==> src/rtl/alu_sequencer.sv <==
// ============================================================================
// Module      : alu_sequencer
// Description : Issues one operation at a time to an external multi-cycle ALU,
//               waits the op's settle latency and captures the HI/LO results.
//               Optional macro ALU_SEQ_DIVZERO_EN: short-circuit divide by zero.
// Revision    : 1.0 - initial release
// ============================================================================
`default_nettype none

module alu_sequencer #(
    parameter int SINGLE_LAT = 1,
    parameter int MULDIV_LAT = 4
) (
    input  logic        clock,
    input  logic        clear,
    input  logic        req_valid,
    output logic        req_ready,
    input  logic [4:0]  req_op,
    input  logic [31:0] req_ra,
    input  logic [31:0] req_rb,
    output logic [4:0]  alu_opcode,
    output logic [31:0] alu_ra,
    output logic [31:0] alu_rb,
    input  logic [31:0] alu_zhi,
    input  logic [31:0] alu_zlo,
    output logic [31:0] hi_out,
    output logic [31:0] lo_out,
    output logic        z_valid,
    output logic        illegal,
    output logic        div_zero
);

    localparam logic [4:0] c_OP_NONE = 5'b00000;
    localparam logic [4:0] c_OP_ADD  = 5'b00011;
    localparam logic [4:0] c_OP_SUB  = 5'b00100;
    localparam logic [4:0] c_OP_SHR  = 5'b00101;
    localparam logic [4:0] c_OP_SHL  = 5'b00110;
    localparam logic [4:0] c_OP_ROR  = 5'b00111;
    localparam logic [4:0] c_OP_ROL  = 5'b01000;
    localparam logic [4:0] c_OP_AND  = 5'b01001;
    localparam logic [4:0] c_OP_OR   = 5'b01010;
    localparam logic [4:0] c_OP_MUL  = 5'b01110;
    localparam logic [4:0] c_OP_DIV  = 5'b01111;
    localparam logic [4:0] c_OP_NEG  = 5'b10000;
    localparam logic [4:0] c_OP_NOT  = 5'b10001;

    localparam logic [3:0] c_SINGLE_M1 = 4'(SINGLE_LAT - 1);
    localparam logic [3:0] c_MULDIV_M1 = 4'(MULDIV_LAT - 1);

    typedef enum logic [1:0] {
        S_IDLE = 2'd0,
        S_EXEC = 2'd1,
        S_DONE = 2'd2
    } state_t;

    state_t      state_q;
    logic [3:0]  cnt_q;
    logic [4:0]  alu_opcode_q;
    logic [31:0] alu_ra_q;
    logic [31:0] alu_rb_q;
    logic [31:0] hi_q;
    logic [31:0] lo_q;
    logic        ready_q;
    logic        z_valid_q;
    logic        illegal_q;
    logic        div_zero_q;

    logic        w_legal;
    logic        w_req_muldiv;
    logic        w_cap_muldiv;
    logic        w_divzero;

    always_comb begin
        w_legal = 1'b0;
        case (req_op)
            c_OP_ADD, c_OP_SUB, c_OP_SHR, c_OP_SHL, c_OP_ROR, c_OP_ROL,
            c_OP_AND, c_OP_OR,  c_OP_MUL, c_OP_DIV, c_OP_NEG, c_OP_NOT:
                w_legal = 1'b1;
            default:
                w_legal = 1'b0;
        endcase
    end

    assign w_req_muldiv = (req_op == c_OP_MUL) || (req_op == c_OP_DIV);
    // Result width is decided by the op held on the ALU, not the live request.
    assign w_cap_muldiv = (alu_opcode_q == c_OP_MUL) || (alu_opcode_q == c_OP_DIV);

`ifdef ALU_SEQ_DIVZERO_EN
    assign w_divzero = (req_op == c_OP_DIV) && (req_rb == 32'd0);
`else
    assign w_divzero = 1'b0;
`endif

    always_ff @(posedge clock) begin
        if (clear) begin
            state_q      <= S_IDLE;
            cnt_q        <= 4'd0;
            alu_opcode_q <= c_OP_NONE;
            alu_ra_q     <= 32'd0;
            alu_rb_q     <= 32'd0;
            hi_q         <= 32'd0;
            lo_q         <= 32'd0;
            ready_q      <= 1'b1;
            z_valid_q    <= 1'b0;
            illegal_q    <= 1'b0;
            div_zero_q   <= 1'b0;
        end else begin
            case (state_q)
                S_IDLE: begin
                    if (req_valid) begin
                        ready_q    <= 1'b0;
                        illegal_q  <= 1'b0;
                        div_zero_q <= 1'b0;
                        if (!w_legal) begin
                            illegal_q    <= 1'b1;
                            alu_opcode_q <= c_OP_NONE;
                            z_valid_q    <= 1'b1;
                            state_q      <= S_DONE;
                        end else if (w_divzero) begin
                            div_zero_q   <= 1'b1;
                            alu_opcode_q <= c_OP_NONE;
                            hi_q         <= 32'hFFFF_FFFF;
                            lo_q         <= 32'hFFFF_FFFF;
                            z_valid_q    <= 1'b1;
                            state_q      <= S_DONE;
                        end else begin
                            alu_opcode_q <= req_op;
                            alu_ra_q     <= req_ra;
                            alu_rb_q     <= req_rb;
                            cnt_q        <= w_req_muldiv ? c_MULDIV_M1 : c_SINGLE_M1;
                            state_q      <= S_EXEC;
                        end
                    end
                end
                S_EXEC: begin
                    if (cnt_q != 4'd0) begin
                        cnt_q <= cnt_q - 4'd1;
                    end else begin
                        if (w_cap_muldiv) begin
                            hi_q <= alu_zhi;
                        end
                        lo_q         <= alu_zlo;
                        alu_opcode_q <= c_OP_NONE;
                        z_valid_q    <= 1'b1;
                        state_q      <= S_DONE;
                    end
                end
                S_DONE: begin
                    z_valid_q <= 1'b0;
                    ready_q   <= 1'b1;
                    state_q   <= S_IDLE;
                end
                default: begin
                    z_valid_q <= 1'b0;
                    ready_q   <= 1'b1;
                    state_q   <= S_IDLE;
                end
            endcase
        end
    end

    assign req_ready  = ready_q;
    assign alu_opcode = alu_opcode_q;
    assign alu_ra     = alu_ra_q;
    assign alu_rb     = alu_rb_q;
    assign hi_out     = hi_q;
    assign lo_out     = lo_q;
    assign z_valid    = z_valid_q;
    assign illegal    = illegal_q;
    assign div_zero   = div_zero_q;

endmodule

`default_nettype wire

==> config.mk <==
export PLATFORM = sky130hd
export DESIGN_NAME = alu_sequencer
export DESIGN_NICKNAME = d
export VERILOG_FILES = /design/src/rtl/alu_sequencer.sv
export SDC_FILE = /design/constraint.sdc
export NUM_CORES = 1
export LEC_CHECK = 0
export BUFFER_PORTS_ARGS = -buffer_cell sky130_fd_sc_hd__buf_2
export CAP_MARGIN = 10
export CORE_UTILIZATION = 48
export DETAILED_ROUTE_END_ITERATION = 8
export PLACE_DENSITY = 0.86
export SETUP_SLACK_MARGIN = 0.5
export SLEW_MARGIN = 20
export SYNTH_ARGS = -nofsm -noshare
export SYNTH_HDL_FRONTEND = slang
export SYNTH_SLANG_ARGS = --single-unit
export TNS_END_PERCENT = 30
==> constraint.sdc <==
create_clock -name clock -period 5.8 [get_ports clock]
set_input_delay 1.16 -clock clock [delete_from_list [all_inputs] [get_ports clock]]
set_output_delay 1.16 -clock clock [all_outputs]
set_load 0.005 [all_outputs]
==> results.sh, run 1 <==
export IMPL_synth_most_common_cell="nand2_1"
export IMPL_worstSkewPairLatency_ns=0.51
export IMPL_synth_top_cells_by_area="dfxtp_1 (56%), nand2_1 (19%), a21oi_1 (12%)"
export IMPL_grt_pass1_vias=4535
export IMPL_clk_path_buf_depth=2
export IMPL_hold_violations=0
export IMPL_post_drt_wl_per_cell_microns=13.43
export IMPL_netlist_area_sq_um=5099
export IMPL_post_drt_via_cell_ratio=4.820
export IMPL_synth_edf_count=0
export IMPL_crit_type="input pin to register"
export IMPL_numPortBuffers=271
export IMPL_critical_path_required_ns=6.22
export IMPL_netlist_instances=632
export IMPL_synth_common_cells="nand2_1 (262), dfxtp_1 (142), a21oi_1 (127)"
export IMPL_initial_core_util=0.4939
export IMPL_fin_crit_ns=2.661
export IMPL_cp_arrival_ns=3.08
export IMPL_tightest_slew_ns=1.101
export IMPL_route_met2_wl_mm=7.096
export IMPL_dr_pass1_iters=6
export IMPL_dp_hpwl_mm=9.624
export IMPL_die_h_microns=105.1
export IMPL_cts_sinks=142
export IMPL_drive_above_1_share=0.3557
export IMPL_seq_area_sq_um=2843
export IMPL_fillers=942
export IMPL_gp_congestion=0.7871
export IMPL_highest_layer="met4"
export IMPL_synth_distinct_cells=36
export IMPL_max_slew_margin=0.2658
export IMPL_antenna_found_initial=0
export IMPL_grt_start_max_net_pins=103
export IMPL_instances_no_fill=1030
export IMPL_cts_resized=0
export IMPL_drt_iter0_drc=222
export IMPL_max_cap_viol_count=0
export IMPL_p_per_area_nw_per_um2=333.3
export IMPL_cts_tree="done"
export IMPL_cts_clk_slew_worst_paths_ns=0.06
export IMPL_status="finished, final reports clean"
export IMPL_synth_top_cell_area_share=0.5575
export IMPL_fmax_mhz=375.8
export IMPL_grt_pass1_wl_mm=21.94
export IMPL_rows=37
export IMPL_holdBufCountCts=0
export IMPL_drt_met1_wl_mm=5.894
export IMPL_drcViolationCount=0
export IMPL_num_vias=4965
export IMPL_reg2reg_slack_ns=3.60
export IMPL_finClkSkew_ns=0.01424
export IMPL_rsz0062_at_grt="no"
export IMPL_diodes=0
export IMPL_setup_violations=0
export IMPL_synth_ff_type="dfxtp_1"
export IMPL_worst_setup_path_start_kind="input pin"
export IMPL_die_area_sq_um=11040
export IMPL_io_pin_count=273
export IMPL_vdd_ir_drop_max_mv=0.1757
export IMPL_tns_ns=0
export IMPL_finalWirelength_mm=13.83
export IMPL_fp_dieW_microns=105.1
export IMPL_fin_util=0.6816
export IMPL_htreeDepth=4
export IMPL_synth_warning_count=0
export IMPL_synth_seq_cells=142
export IMPL_drtAntennaViolNets=0
export IMPL_postCtsSetupRepairBufs=0
export IMPL_hold_path_class="register to register"
export IMPL_clockRootBuffer="clkbuf_8"
export IMPL_grt_total_usage=0.2491
export IMPL_met3_wirelength_microns=570
export IMPL_crit_fanout=55
export IMPL_multi_input_area_sq_um=2018
export IMPL_overflow=0
export IMPL_synth_nets=769
export IMPL_async_flop_share=0
export IMPL_syn_to_final_growth_pct=38.01
export IMPL_dp_cells=1000
export IMPL_drv_slew=0
export IMPL_critPathCaptureType="register"
export IMPL_core_area_sq_um=10320
export IMPL_fin_crit_sh=0.4587
export IMPL_p_leak_nw=3.219
export IMPL_yosys_area_top_type="dfxtp_1"
export IMPL_synth_avg_cell_area_sq_um=8.067
export IMPL_fin_nets=1020
export IMPL_cts_buffers=17
export IMPL_ys_seq_area_frac=0.5575
## worst paths after layout
path,depth (start not counted),startpoint,end
setup reg to reg,9,cnt_q[0],hi_out[29]
setup / recovery,7,req_op[3],alu_ra[21]
hold / removal,2,alu_rb[24],alu_rb[24]
hold reg to reg,2,alu_rb[24],alu_rb[24]
## per-layer routing
| metal | vias to the layer above | GRT usage |
|---|---|---|
| met5 | - | 0 |
| met4 | 0 | 0.08954 |
| met3 | 24 | 0.05178 |
| met2 | 152 | 0.4409 |
| met1 | 2236 | 0.2969 |
| li1 | 2553 | - |
## critical path, stage by stage
cell     delay, ns
buf_2         0.13
xnor2_1       0.12
or3_1         0.43
a21oi_4       0.35
buf_4         0.53
nand2_1       0.16
a21oi_2       0.15
## layout by cell type, fill, tap and decap left out, drive strengths merged, types with 2 or more instances in the layout
| cell type | instances |
|---|---|
| and2 | 2 |
| dfxtp | 142 |
| nor2b | 3 |
| a22o | 5 |
| and4 | 2 |
| a31oi | 3 |
| clkbuf | 18 |
| clkinv | 5 |
| nand2 | 262 |
| buf | 276 |
| clkinvlp | 2 |
| o211a | 2 |
| inv | 7 |
| nor3 | 6 |
| nand2b | 3 |
| a32oi | 2 |
| a21oi | 132 |
| bufinv | 3 |
| nor2 | 4 |
| or3 | 2 |
## sequential cells by signal, summed over array words and instances, names as in the netlist
name / flops
alu_ra: 32
alu_rb: 32
hi_out: 32
lo_out: 32
alu_opcode: 5
cnt_q: 4
state_q: 2
illegal: 1
req_ready: 1
z_valid: 1
## layout make-up
class / instances / share of cell area
Clock buffer: 18 / 0.06081
Inverter: 5 / 0.002667
Sequential cell: 142 / 0.4040
Tap cell: 136 / 0.02418
Timing Repair Buffer: 276 / 0.1984
Clock inverter: 12 / 0.02312
Multi-Input combinational cell: 441 / 0.2868
## per-stage QoR
stage / power (mW) / worst slack (ns) / area (sq um) / hold slack, ns
2_1_floorplan: 1.185 / 3.328 / 5099 / 0.4527
3_3_place_gp: 1.287 / 2.732 / 6445 / 0.4391
3_5_place_dp: 1.294 / 2.635 / 6445 / 0.4430
4_1_cts: 2.365 / 3.169 / 7036 / 0.4513
5_1_grt: 2.440 / 3.043 / 7037 / 0.4632
6_report: 2.345 / 3.139 / 7037 / 0.4496
## cells by family (layout without fill, tap and decap cells)
logic type               after synthesis  after routing  synth area share
XOR/XNOR                               2              2          0.003436
buffers and inverters                 49            311           0.04712
flip-flops                           142            142            0.5575
adder cells (fa/ha/maj)                1              1          0.002454
other                                  1              1         0.0007355
AND/OR/NAND/NOR                      288            288            0.2240
AO/OA/AOI/OAI                        149            149            0.1647
## power by group
group / switching (mW) / internal (mW) / total, mW
logic: 0.131 / 0.0994 / 0.231
registers: 0.0221 / 1.02 / 1.04
clock network: 0.407 / 0.666 / 1.07
No activity file was read; power rests on OpenSTA's default activity.
==> inputs of run 2 (changes only) <==
CORE_UTILIZATION = 40   (was 48)
PLACE_DENSITY = 0.76   (was 0.86)
clock period = 2.3 ns   (was 5.8 ns; I/O delays follow)
==> run 2 against run 1 <==
  * Final area grew 3.4%
  * Critical path depth grew 1
  * Sequential share of layout area shrank 1.3 points
  * Count of clock-buffer cells in the layout grew 5
  * Sequential power grew to 2.5 times the previous value
  * Hold slack lost 0.17 ns
  * Die area grew 20%
  * Clock power grew 140%
  * Flip-flop and latch count is the same
  * Non-clock buffer count grew 11
  * Total power grew 150%
  * Combinational power grew to 2.7 times the previous value
  * Largest power group is now sequential cells
  * Highest routed layer unchanged
==> results.sh, run 2 (synthesis results as in run 1) <==
export IMPL_final_cell_mix="buf_2 (270), nand2_1 (261), dfxtp_1 (140)"
export IMPL_clockRootBuffer="clkbuf_16"
export IMPL_finalWirelength_mm=14.53
export IMPL_reg2reg_slack_ns=0.45
export IMPL_max_cap_viol_count=0
export IMPL_vdd_ir_drop_max_mv=0.7039
export IMPL_r2r_end="hi_out[3]"
export IMPL_antenna_found_initial=0
export IMPL_p_leak_nw=3.298
export IMPL_fp_dieW_microns=114.9
export IMPL_overflow=0
export IMPL_final_common_cell="buf_2"
export IMPL_htreeDepth=4
export IMPL_drive_above_1_share=0.3801
export IMPL_min_from="req_rb[24]"
export IMPL_fin_nets=1031
export IMPL_fmax_mhz=541.5
export IMPL_cts_clk_slew_worst_paths_ns=0.06
export IMPL_grt_start_max_net_pins=84
export IMPL_fillers=1162
export IMPL_post_drt_wl_per_cell_microns=13.54
export IMPL_worst_setup_path_start_kind="register"
export IMPL_die_h_microns=114.9
export IMPL_drt_iter0_drc=398
export IMPL_tns_ns=0
export IMPL_whs_endpoint="alu_rb[24]"
export IMPL_crit_fanout=8
export IMPL_critical_path_required_ns=2.63
export IMPL_cp_arrival_ns=2.17
export IMPL_drcViolationCount=0
export IMPL_dr_pass1_iters=5
export IMPL_post_drt_via_cell_ratio=4.667
export IMPL_fin_crit_ns=1.847
export IMPL_core_area_sq_um=12210
export IMPL_fin_area_sq_um=7276
export IMPL_power_mw=5.783
export IMPL_crit_start="cnt_q[1]"
export IMPL_cts_buffers=17
export IMPL_status="finished, final reports clean"
export IMPL_fin_crit_sh=0.8029
export IMPL_drtAntennaViolNets=0
export IMPL_cts_sinks=142
export IMPL_gp_congestion=0.7775
export IMPL_hold_violations=0
export IMPL_reg2reg_depth=8
export IMPL_critPathCaptureType="register"
export IMPL_drv_slew=0
export IMPL_syn_to_final_growth_pct=42.70
export IMPL_r2r_start="cnt_q[1]"
export IMPL_initial_core_util=0.4175
export IMPL_hold_path_class="input pin to register"
export IMPL_whs_path_depth=3
export IMPL_worstSkewPairLatency_ns=0.41
export IMPL_io_pin_count=273
export IMPL_rsz0062_at_grt="yes"
export IMPL_dp_hpwl_mm=9.884
export IMPL_num_vias=5008
export IMPL_cts_tree="done"
export IMPL_diodes=0
export IMPL_finClkSkew_ns=0.01243
export IMPL_grt_pass1_vias=4346
export IMPL_clk_path_buf_depth=2
export IMPL_crit_type="register to register"
export IMPL_holdBufCountCts=0
export IMPL_grt_total_usage=0.2047
export IMPL_p_per_area_nw_per_um2=794.8
export IMPL_numPortBuffers=271
export IMPL_die_area_sq_um=13200
export IMPL_setup_violations=0
export IMPL_rows=40
export IMPL_grt_pass1_wl_mm=21.08
export IMPL_post_dp_cell_area_sq_um=6585
==> run 2: cell type report <==
| cell class | instances | area (sq um) | share of cell area |
|---|---|---|---|
| inverter | 5 | 18.77 | 0.002580 |
| clock inverter | 7 | 62.56 | 0.008598 |
| clock buffer | 23 | 488.0 | 0.06707 |
| sequential | 142 | 2845 | 0.3911 |
| tap | 168 | 210.2 | 0.02889 |
| multi-input combinational | 441 | 2083 | 0.2863 |
| timing repair buffer | 287 | 1568 | 0.2155 |
==> run 2: where the power goes <==
group          switching, mW  internal (mW)  leakage, nW
registers             0.0557           2.57         1.15
logic                  0.340          0.283         1.87
clock network          0.953           1.58        0.274
==> run 2: timing repair <==
item	CTS	global route
pin swaps	0	3
gates cloned	0	3
setup buffers	0	2
endpoints found under the hold margin	0	0
gates resized for setup	1	20
endpoints found under the setup margin	70	73
==> run 2: worst max-delay path by stage <==
| stage | end | slack [ns] | cells after the start |
|---|---|---|---|
| floorplan | lo_out[10] | 0.49 | 8 |
| global placement | alu_opcode[3] | 0.30 | 6 |
| detailed placement | alu_opcode[0] | 0.28 | 6 |
| CTS | hi_out[10] | 0.36 | 8 |
| global route | hi_out[19] | 0.41 | 8 |
| finish | hi_out[3] | 0.45 | 8 |
==> run 2: per-stage QoR <==
step | hold slack, ns | worst slack (ns) | std cells | util
after CTS | 0.2718 | 0.3597 | 1068 | 0.5845
after detailed placement | 0.4430 | 0.2823 | 1038 | 0.5392
final | 0.2842 | 0.4534 | 1073 | 0.5958
after floorplan | 0.4527 | 0.4904 | 632 | -
after global placement | 0.4391 | 0.3007 | 1038 | 0.5392
after global routing | 0.2716 | 0.4083 | 1073 | 0.5958
==> run 2: layer usage <==
layer  up-vias  GRT usage  routed length [microns]
met1      2248     0.2281                     5878
met4         0    0.05108                      148
met5         -          0                        0
met3        12    0.07960                      987
met2       172     0.3651                     7518
li1       2576          -                        -
==> run 2: worst max-delay path: stages (launching register included) <==
cell and delay [ns]:
dfxtp_2 0.33, inv_2 0.07, ha_4 0.13, or3b_4 0.41, nor2_4 0.15, and4_4 0.32
clkbuf_16 0.18, nand2_1 0.06, a21oi_2 0.11
